==> src/rtl/xfer_ctrl_fsm_pkg.sv <==
// Shared types and constants for the register-transfer control FSM:
// state encoding, opcodes and instruction field positions.
package xfer_pkg;

    typedef enum logic [3:0] {
        ST_IDLE  = 4'd0,
        ST_M_OUT = 4'd1,
        ST_M_IN  = 4'd2,
        ST_S1    = 4'd3,
        ST_S2    = 4'd4,
        ST_S3    = 4'd5,
        ST_S4    = 4'd6,
        ST_S5    = 4'd7,
        ST_S6    = 4'd8,
        ST_DONE  = 4'd9,
        ST_ERR   = 4'd10
    } state_e;

    localparam logic [3:0] OPC_MOV_DEF = 4'b0110;
    localparam logic [3:0] OPC_SWP_DEF = 4'b0111;

    localparam int OPC_LSB = 12;
    localparam int OPC_W   = 4;
    localparam int P1_LSB  = 6;
    localparam int P2_LSB  = 0;

endpackage

==> src/rtl/xfer_ctrl_fsm_if.sv <==
// Decoder-side request and register-bus control signals of the transfer FSM.
interface xfer_ctrl_fsm_if #(
    parameter int NUM_REGS = 5,
    parameter int INSTR_W  = 16
);
    logic                start;
    logic [INSTR_W-1:0]  instr;
    logic                busy;
    logic                pc_inc;
    logic [NUM_REGS-1:0] reg_out_en;
    logic [NUM_REGS-1:0] reg_in_en;
    logic                tmp_out;
    logic                tmp_in;
    logic                done;
    logic                err;

    modport master (
        output start, instr,
        input  busy, pc_inc, reg_out_en, reg_in_en, tmp_out, tmp_in, done, err
    );

    modport slave (
        input  start, instr,
        output busy, pc_inc, reg_out_en, reg_in_en, tmp_out, tmp_in, done, err
    );
endinterface

==> src/rtl/xfer_ctrl_fsm_sel_onehot_dec.sv <==
// Operand selector to one-hot register enable, with a range flag for
// selectors that address no attached register.
module sel_onehot_dec #(
    parameter int NUM_REGS = 5,
    parameter int SEL_W    = 6
) (
    input  logic [SEL_W-1:0]    i_sel,
    input  logic                i_en,
    output logic [NUM_REGS-1:0] o_onehot,
    output logic                o_in_range
);

    always_comb begin
        o_onehot   = '0;
        o_in_range = (int'(i_sel) < NUM_REGS);
        for (int k = 0; k < NUM_REGS; k++) begin
            o_onehot[k] = i_en && (int'(i_sel) == k);
        end
    end

endmodule

==> src/rtl/xfer_ctrl_fsm.sv <==
// MOV / SWAP register-transfer controller: latches an instruction on start
// and sequences one-hot bus enables, pc_inc and done/err pulses.
module xfer_ctrl_fsm
    import xfer_pkg::*;
#(
    parameter int         NUM_REGS = 5,
    parameter int         INSTR_W  = 16,
    parameter int         SEL_W    = 6,
    parameter logic [3:0] OPC_MOV  = OPC_MOV_DEF,
    parameter logic [3:0] OPC_SWP  = OPC_SWP_DEF
) (
    input logic clk,
    input logic rst,
    xfer_ctrl_fsm_if.slave bus
);

    state_e              r_state;
    state_e              w_next;
    logic [SEL_W-1:0]    r_p1;
    logic [SEL_W-1:0]    r_p2;
    logic [OPC_W-1:0]    w_opc;
    logic [SEL_W-1:0]    w_p1_sel;
    logic [SEL_W-1:0]    w_p2_sel;
    logic                w_accept;
    logic                w_active;
    logic                w_p1_ok;
    logic                w_p2_ok;
    logic [NUM_REGS-1:0] w_p1_oh;
    logic [NUM_REGS-1:0] w_p2_oh;

    assign w_opc    = bus.instr[OPC_LSB +: OPC_W];
    assign w_accept = bus.start && ((w_opc == OPC_MOV) || (w_opc == OPC_SWP));
    assign w_active = (r_state != ST_IDLE);

    // In IDLE the decoders look at the incoming fields for the range check;
    // their one-hot outputs are gated off there, so instr never reaches an output.
    assign w_p1_sel = w_active ? r_p1 : bus.instr[P1_LSB +: SEL_W];
    assign w_p2_sel = w_active ? r_p2 : bus.instr[P2_LSB +: SEL_W];

    sel_onehot_dec #(.NUM_REGS(NUM_REGS), .SEL_W(SEL_W)) u_dec_p1 (
        .i_sel      (w_p1_sel),
        .i_en       (w_active),
        .o_onehot   (w_p1_oh),
        .o_in_range (w_p1_ok)
    );

    sel_onehot_dec #(.NUM_REGS(NUM_REGS), .SEL_W(SEL_W)) u_dec_p2 (
        .i_sel      (w_p2_sel),
        .i_en       (w_active),
        .o_onehot   (w_p2_oh),
        .o_in_range (w_p2_ok)
    );

    always_ff @(posedge clk or posedge rst) begin
        if (rst) begin
            r_state <= ST_IDLE;
            r_p1    <= '0;
            r_p2    <= '0;
        end else begin
            r_state <= w_next;
            if (!w_active && w_accept) begin
                r_p1 <= bus.instr[P1_LSB +: SEL_W];
                r_p2 <= bus.instr[P2_LSB +: SEL_W];
            end
        end
    end

    always_comb begin
        w_next         = r_state;
        bus.busy       = 1'b0;
        bus.pc_inc     = 1'b0;
        bus.reg_out_en = '0;
        bus.reg_in_en  = '0;
        bus.tmp_out    = 1'b0;
        bus.tmp_in     = 1'b0;
        bus.done       = 1'b0;
        bus.err        = 1'b0;
        case (r_state)
            ST_IDLE: begin
                if (w_accept) begin
                    if (!(w_p1_ok && w_p2_ok)) w_next = ST_ERR;
                    else if (w_opc == OPC_MOV) w_next = ST_M_OUT;
                    else                       w_next = ST_S1;
                end
            end
            ST_M_OUT: begin
                bus.busy = 1'b1; bus.pc_inc = 1'b1; bus.reg_out_en = w_p2_oh;
                w_next = ST_M_IN;
            end
            ST_M_IN: begin
                bus.busy = 1'b1; bus.reg_in_en = w_p1_oh;
                w_next = ST_DONE;
            end
            ST_S1: begin
                bus.busy = 1'b1; bus.pc_inc = 1'b1; bus.reg_out_en = w_p1_oh;
                w_next = ST_S2;
            end
            ST_S2: begin
                bus.busy = 1'b1; bus.tmp_in = 1'b1;
                w_next = ST_S3;
            end
            ST_S3: begin
                bus.busy = 1'b1; bus.reg_out_en = w_p2_oh;
                w_next = ST_S4;
            end
            ST_S4: begin
                bus.busy = 1'b1; bus.reg_in_en = w_p1_oh;
                w_next = ST_S5;
            end
            ST_S5: begin
                bus.busy = 1'b1; bus.tmp_out = 1'b1;
                w_next = ST_S6;
            end
            ST_S6: begin
                bus.busy = 1'b1; bus.reg_in_en = w_p2_oh;
                w_next = ST_DONE;
            end
            ST_DONE: begin
                bus.busy = 1'b1; bus.done = 1'b1;
                w_next = ST_IDLE;
            end
            ST_ERR: begin
                bus.busy = 1'b1; bus.err = 1'b1;
                w_next = ST_IDLE;
            end
            default: w_next = ST_IDLE;
        endcase
    end

endmodule

==> src/flat_wrapper.sv <==
// flat-port wrapper written by rule: the top's interface ports become plain ports
module xfer_ctrl_fsm_flat import xfer_pkg::*;
#(
    parameter int         NUM_REGS = 5,
    parameter int         INSTR_W  = 16,
    parameter int         SEL_W    = 6,
    parameter logic [3:0] OPC_MOV  = OPC_MOV_DEF,
    parameter logic [3:0] OPC_SWP  = OPC_SWP_DEF
)
  (clk, rst, bus_start, bus_instr, bus_busy, bus_pc_inc, bus_reg_out_en, bus_reg_in_en, bus_tmp_out, bus_tmp_in, bus_done, bus_err);
  xfer_ctrl_fsm_if #(.NUM_REGS(NUM_REGS), .INSTR_W(INSTR_W)) bus_i ();
  input logic clk;
  input logic rst;
  input wire logic [$bits(bus_i.start)-1:0] bus_start;
  input wire logic [$bits(bus_i.instr)-1:0] bus_instr;
  output wire logic [$bits(bus_i.busy)-1:0] bus_busy;
  output wire logic [$bits(bus_i.pc_inc)-1:0] bus_pc_inc;
  output wire logic [$bits(bus_i.reg_out_en)-1:0] bus_reg_out_en;
  output wire logic [$bits(bus_i.reg_in_en)-1:0] bus_reg_in_en;
  output wire logic [$bits(bus_i.tmp_out)-1:0] bus_tmp_out;
  output wire logic [$bits(bus_i.tmp_in)-1:0] bus_tmp_in;
  output wire logic [$bits(bus_i.done)-1:0] bus_done;
  output wire logic [$bits(bus_i.err)-1:0] bus_err;
  assign bus_i.start = bus_start;
  assign bus_i.instr = bus_instr;
  assign bus_busy = bus_i.busy;
  assign bus_pc_inc = bus_i.pc_inc;
  assign bus_reg_out_en = bus_i.reg_out_en;
  assign bus_reg_in_en = bus_i.reg_in_en;
  assign bus_tmp_out = bus_i.tmp_out;
  assign bus_tmp_in = bus_i.tmp_in;
  assign bus_done = bus_i.done;
  assign bus_err = bus_i.err;
  xfer_ctrl_fsm #(.NUM_REGS(NUM_REGS), .INSTR_W(INSTR_W), .SEL_W(SEL_W), .OPC_MOV(OPC_MOV), .OPC_SWP(OPC_SWP)) u_core (.clk(clk), .rst(rst), .bus(bus_i));
endmodule
==> config.mk <==
export PLATFORM = sky130hd
export DESIGN_NAME = xfer_ctrl_fsm_flat
export DESIGN_NICKNAME = d
export VERILOG_FILES = /design/src/rtl/xfer_ctrl_fsm_pkg.sv /design/src/rtl/xfer_ctrl_fsm_if.sv /design/src/rtl/xfer_ctrl_fsm_sel_onehot_dec.sv /design/src/rtl/xfer_ctrl_fsm.sv /design/src/flat_wrapper.sv
export SDC_FILE = /design/constraint.sdc
export NUM_CORES = 1
export LEC_CHECK = 0
export ABC_AREA = 1
export CORE_ASPECT_RATIO = 0.75
export CORE_MARGIN = 5
export CORE_UTILIZATION = 52
export DETAILED_ROUTE_END_ITERATION = 16
export GPL_TIMING_DRIVEN = 0
export HOLD_SLACK_MARGIN = 0.1
export PLACE_DENSITY = 0.84
export SYNTH_ARGS = -nofsm -noshare
export SYNTH_HDL_FRONTEND = slang
export SYNTH_SLANG_ARGS = --single-unit
==> constraint.sdc <==
create_clock -name clk -period 3 [get_ports clk]
set_clock_uncertainty 0.2 [all_clocks]
set_input_delay 0.6 -clock clk [delete_from_list [all_inputs] [get_ports clk]]
set_output_delay 0.6 -clock clk [all_outputs]
set_load 0.02 [all_outputs]
Word-level counts from Yosys, hierarchy flattened

Index checks and enable logic that the tools add are counted.
Widths: inputs -> output; s select.

Register bits: 16
Input port bits: 19
Output and inout port bits: 16
Word-level logic and storage cells: 64

Magnitude comparators: 2
Equality and inequality tests: 21
Mux-type cells: 14
Reduce and logical (&&, ||, !) cells: 24

Operator list:

| operator           | count |
|---|---|
| $pmux 4 s8         | 1 |
| $eq 4x3->1 const B | 6 |
| $eq 6x3->1 const B | 4 |
| $pmux 5 s2         | 2 |
| $logic_and 1x1->1  | 13 |
| $eq 4x4->1 const B | 3 |
| $eq 6x2->1 const B | 2 |
| $eq 6x4->1 const B | 2 |
| $logic_not 6->1    | 2 |
| $lt 6x3->1 const B | 2 |
| $mux 6             | 2 |
| $reduce_or 10->1   | 1 |
| $eq 4x2->1 const B | 2 |
| $mux 4             | 2 |
| $reduce_or 2->1    | 4 |
| $mux 1             | 6 |
| $eq 4x1->1 const B | 1 |
| $logic_not 4->1    | 1 |
| $reduce_bool 4->1  | 1 |
| $mux 2             | 1 |
| $ne 2x1->1 const B | 1 |
| $logic_not 1->1    | 1 |
| $logic_or 1x1->1   | 1 |

Depth between registers and ports, before layout

Depth after elaboration: 7
Gate-level depth with buffers: 10
Depth with buffers taken out: 9

By module

From an unflattened synthesis, not the netlist that was laid out.

Cells, all modules: 199
Area, all modules: 1277.5 um^2

Modules (own cells, without submodules):

| module         | times used | cells an instance | area each (um^2) | seq. area each (um^2) |
|---|---|---|---|---|
| xfer_ctrl_fsm  | 1          | 163               | 1089.8           | 400.4 |
| sel_onehot_dec | 2          | 18                | 93.8             | 0.0 |

Least setup slack after synthesis

No wires, ideal clock.

Path kind: reg2out
Start: register u_core.r_state[3]
End: output bus_reg_in_en[2]
Data arrival time: 1.582 ns
Data required time: 2.200 ns
Slack: 0.618 ns
Stages on the path, launching flop included: 9
Buffers on the path: 1
Cell sequence: dfrtp_1 > nor2_4 > buf_6 > nand3b_2 > nand2_4 > nand2_2 > inv_2 > nand3_1 > o21ai_0

Longest elaborated chain between the ends: 5
Elaborated cells on any way between the ends: 12
Classes of those cells: eq/ne (5); mux (3); reduce/logical (4)

RTL lines:

| what                             | RTL line                                 | source |
|---|---|---|
| start, declared                  | xfer_ctrl_fsm.sv:17                      | `state_e r_state;` |
| start signal, assigned           | xfer_ctrl_fsm.sv:60                      | `r_state <= w_next;` |
| $reduce_bool 4->1                | xfer_ctrl_fsm.sv:33                      | `assign w_active = (r_state != ST_IDLE);` |
| $mux 6, on equally long branches | xfer_ctrl_fsm.sv:38, xfer_ctrl_fsm.sv:37 |  |
| $eq 6x3->1                       | xfer_ctrl_fsm_sel_onehot_dec.sv:17       | `o_onehot[k] = i_en && (int'(i_sel) == k);` |
| $logic_and 1x1->1                | xfer_ctrl_fsm_sel_onehot_dec.sv:17       |  |
| $pmux 5 s2 (*)                   | xfer_ctrl_fsm.sv:78                      | `case (r_state)` |
| end, declared                    | flat_wrapper.sv:19                       | `output wire logic [$bits(bus_i.reg_in_en)-1:0] bus_reg_in_en;` |

Every way passes the cells marked *; elsewhere a longest branch is shown, timed or not.

Final worst setup path

Start: input bus_instr[9]
End: output bus_reg_in_en[1]

Longest elaborated chain between the ends: 4

RTL lines:

| what              | RTL line                           | source |
|---|---|---|
| start, declared   | flat_wrapper.sv:15                 | `input wire logic [$bits(bus_i.instr)-1:0] bus_instr;` |
| $mux 6            | xfer_ctrl_fsm.sv:37                | `assign w_p1_sel = w_active ? r_p1 : bus.instr[P1_LSB +: SEL_W];` |
| $eq 6x2->1        | xfer_ctrl_fsm_sel_onehot_dec.sv:17 |  |
| $logic_and 1x1->1 | xfer_ctrl_fsm_sel_onehot_dec.sv:17 |  |
| $pmux 5 s2        | xfer_ctrl_fsm.sv:78                |  |

Every way passes these cells.

==> results.md <==
* Status: finished, final reports clean
* Rows at 15
* TNS Setup at 0 ns
* Fin worst setup slack at 0.0823 ns
* Core box area at 2330 sq um
* Ports at 35
* Post-CTS setup buffers at 0
* Maxcap violations at 0
* Hold Crit Class: register to register
* Busiest layer in global routing: met2
* PortBufs at 34
* WL per Instance at 14.7 microns
* Pre-CTS setup slack at -0.259 ns
* #FFs+latches synth at 16
* Final std cells w/o fill at between 200 and 300
* RSZ-0062 raised after global routing: no
* Total gr overflow at 0
* Placed cells at roughly 250
* Setup violators final at 0
* DR vias at roughly 1400
* Main flop type after synthesis: dfrtp_1
* Post-synth EDFFs at 0
* Layout fillers at between 200 and 250
* Netlist Area Pre-Place at about 1300 sq um
* Antenna cells at 0
* CTS tree: done
* Slew Limit Fails at 0
* Largest net degree at the start of global routing at 17
* Clock-pin slew on the worst setup and hold paths at approximately 0.09 ns
* Pwr/cell area at 1070 nW/um^2
* Met1 GRT Util at between 20% and 30%
* Leak at 0.769 nW
* Clk Latency, worst-skew pair at approximately 0.30 ns
* Setup crit end kind: output port
* Ys async rst share at 100%
* Initial antenna violation count at 0
* Htree depth at 1
* Mapped Nets at between 150 and 200
* Initial Util at between 50% and 60%
* CTS Root Cell: clkbuf_4
* Die X at between 60 and 70 microns
* Post-synthesis sequential area ratio at between 30% and 40%
* Worst path required time at about 2.2 ns
* Final WL at about 3700 microns
* All-Layer GR Usage at a little under a quarter
* Post-CTS Hold Buffers at 0
* Critical Path Fanout Max at 4
* Drt pass-1 iters at 4
* Relative slew slack at around 57%
* Ys Warns at 0
* Final Critical Period at about 2.9 ns
* CTS Buf Count at 3
* Maximum VDD drop at around 440 uV
* CTS Sinks at 16
* Tcrit/Tclk final at 97.3%
* Post-synth cell types at 25
* WS Path Type: primary input to output port
* Die height at around 53 microns
* DPL Wire Length at about 2900 microns
* Vias in the first global route at between 1000 and 1500
* Nets at between 200 and 250
* Area grow syn2layout at 29.7%
* Routability cong. at 0.896
* CP startpoint kind: primary input
* Met2 Use GR at between 30% and 40%
* GR Util met3 at approximately 5.5%
* Cells after Synth at 178
* Share of layout cells above drive strength 1 at 23.1%
* Worst Tran Pin Value at roughly 0.65 ns
* Die area at around 3600 sq um
* First-pass GRT wire length at 6020 microns
* Vias per cell at approximately 5.5
* Avg Cell Area, Syn at roughly 7 sq um
* Final ANT Viol Nets at 0
* Final Hold Viols at 0
* Fmax at roughly 340 MHz
* DR iter-0 viols at 194
* CP arrival at between 2 and 2.5 ns
* DR DRC count at 0
* Maximum buffer depth of the clock tree at 2
synth_stat cells, types with 3 or more instances:
cell | count | area share [%]
mux2_2 | 4 | 3.5
a21oi_1 | 5 | 2.0
nand3b_1 | 6 | 3.5
nor2_4 | 3 | 2.6
nand2_2 | 10 | 4.9
o21ai_1 | 7 | 2.7
nand2_1 | 32 | 9.4
dfrtp_1 | 16 | 31
nor2_2 | 5 | 2.4
nor2_1 | 19 | 5.6
nand4_1 | 4 | 2.0
inv_1 | 22 | 6.4
nand3_1 | 13 | 5.1
nand2_4 | 5 | 4.4
o21ai_0 | 13 | 5.1
flip-flops by register name, summed over array words and instances, names as in the netlist:
register        count
u_core.r_p1         6
u_core.r_p2         6
u_core.r_state      4
critical path, stage by stage:
cell and delay [ns]:
clkdlybuf4s50_1 0.42, nand3b_1 0.16, nand2_1 0.13, nand3_2 0.11, nor2_2 0.17, nand3_1 0.11, o21ai_1 0.10, clkdlybuf4s15_1 0.32
per-layer routing:
layer  vias up  share of wire (%)
met3         8                8.4
met2        67                 46
met4         0                1.2
met1       635                 44
met5         -                  0
li1        659                  -
cell usage in the layout, fill, tap and decap left out, drive strengths merged:
master         synthesis  layout
buf                    4       4
or2                    1       1
clkbuf                 0      12
dfrtp                 16      16
clkdlybuf4s50          0      24
a21oi                  6       6
inv                   23      23
nor2                  27      27
nand3b                 7       7
nor3                   2       2
nand4                  4       4
nand3                 15      15
mux2                   4       4
o22ai                  2       2
clkdlybuf4s15          0       1
dlygate4sd2            0       1
o21ai                 20      20
nand2                 47      47
power breakdown:
| part | switching, mW | internal [mW] | leakage [nW] |
|---|---|---|---|
| logic | 0.791 | 0.431 | 0.554 |
| registers | 0.0767 | 0.322 | 0.193 |
| clock network | 0.0776 | 0.0739 | 0.0210 |
kinds of logic after synthesis:
family / after synthesis / share of synthesized area [%]
flip-flops: 16 / 31.2
buffers and inverters: 27 / 10.3
multiplexers: 4 / 3.51
AND/OR/NAND/NOR: 103 / 43.5
AO/OA/AOI/OAI: 28 / 11.4
path summary, 6_finish.rpt:
check	from	end	slack, ns	cells past startpoint
hold reg to reg	u_core.r_p1[5]$_DFFE_PP0P_	u_core.r_p1[5]$_DFFE_PP0P_	0.33	1
setup / recovery	bus_instr[9]	bus_reg_in_en[1]	0.08	8
max in group asynchronous	rst	u_core.r_p2[4]$_DFFE_PP0P_	1.70	2
setup reg to reg	u_core.r_state[3]$_DFFE_PP0P_	u_core.r_p2[4]$_DFFE_PP0P_	1.13	4
min in group asynchronous	rst	u_core.r_p2[2]$_DFFE_PP0P_	0.47	2
hold / removal	u_core.r_p1[5]$_DFFE_PP0P_	u_core.r_p1[5]$_DFFE_PP0P_	0.33	1
area by class of cell:
| cell class | instances | area, sq um | share of cell area (%) |
|---|---|---|---|
| sequential | 16 | 400 | 24.1 |
| tap | 34 | 42.5 | 2.56 |
| clock buffer | 4 | 36.3 | 2.18 |
| timing repair buffer | 34 | 299 | 18.0 |
| multi-input combinational | 135 | 752 | 45.2 |
| buffer | 4 | 46.3 | 2.78 |
| inverter | 23 | 86.3 | 5.19 |
per-stage QoR:
stage          util [%]  cell area, sq um  power [mW]  hold slack, ns
6_report           71.5              1660        1.77           0.329
3_3_place_gp       71.6              1670        1.53           0.290
5_1_grt            71.5              1660        1.90           0.349
3_5_place_dp       71.6              1670        1.60           0.312
2_1_floorplan         -              1280        1.29           0.281
4_1_cts            72.6              1690        1.76           0.335
repair_timing:
item	in CTS	in global routing
endpoints found under the setup margin	10	9
resized for setup	10	19
pin swaps	0	0
Note: power is estimated with default switching activity, not from simulation.
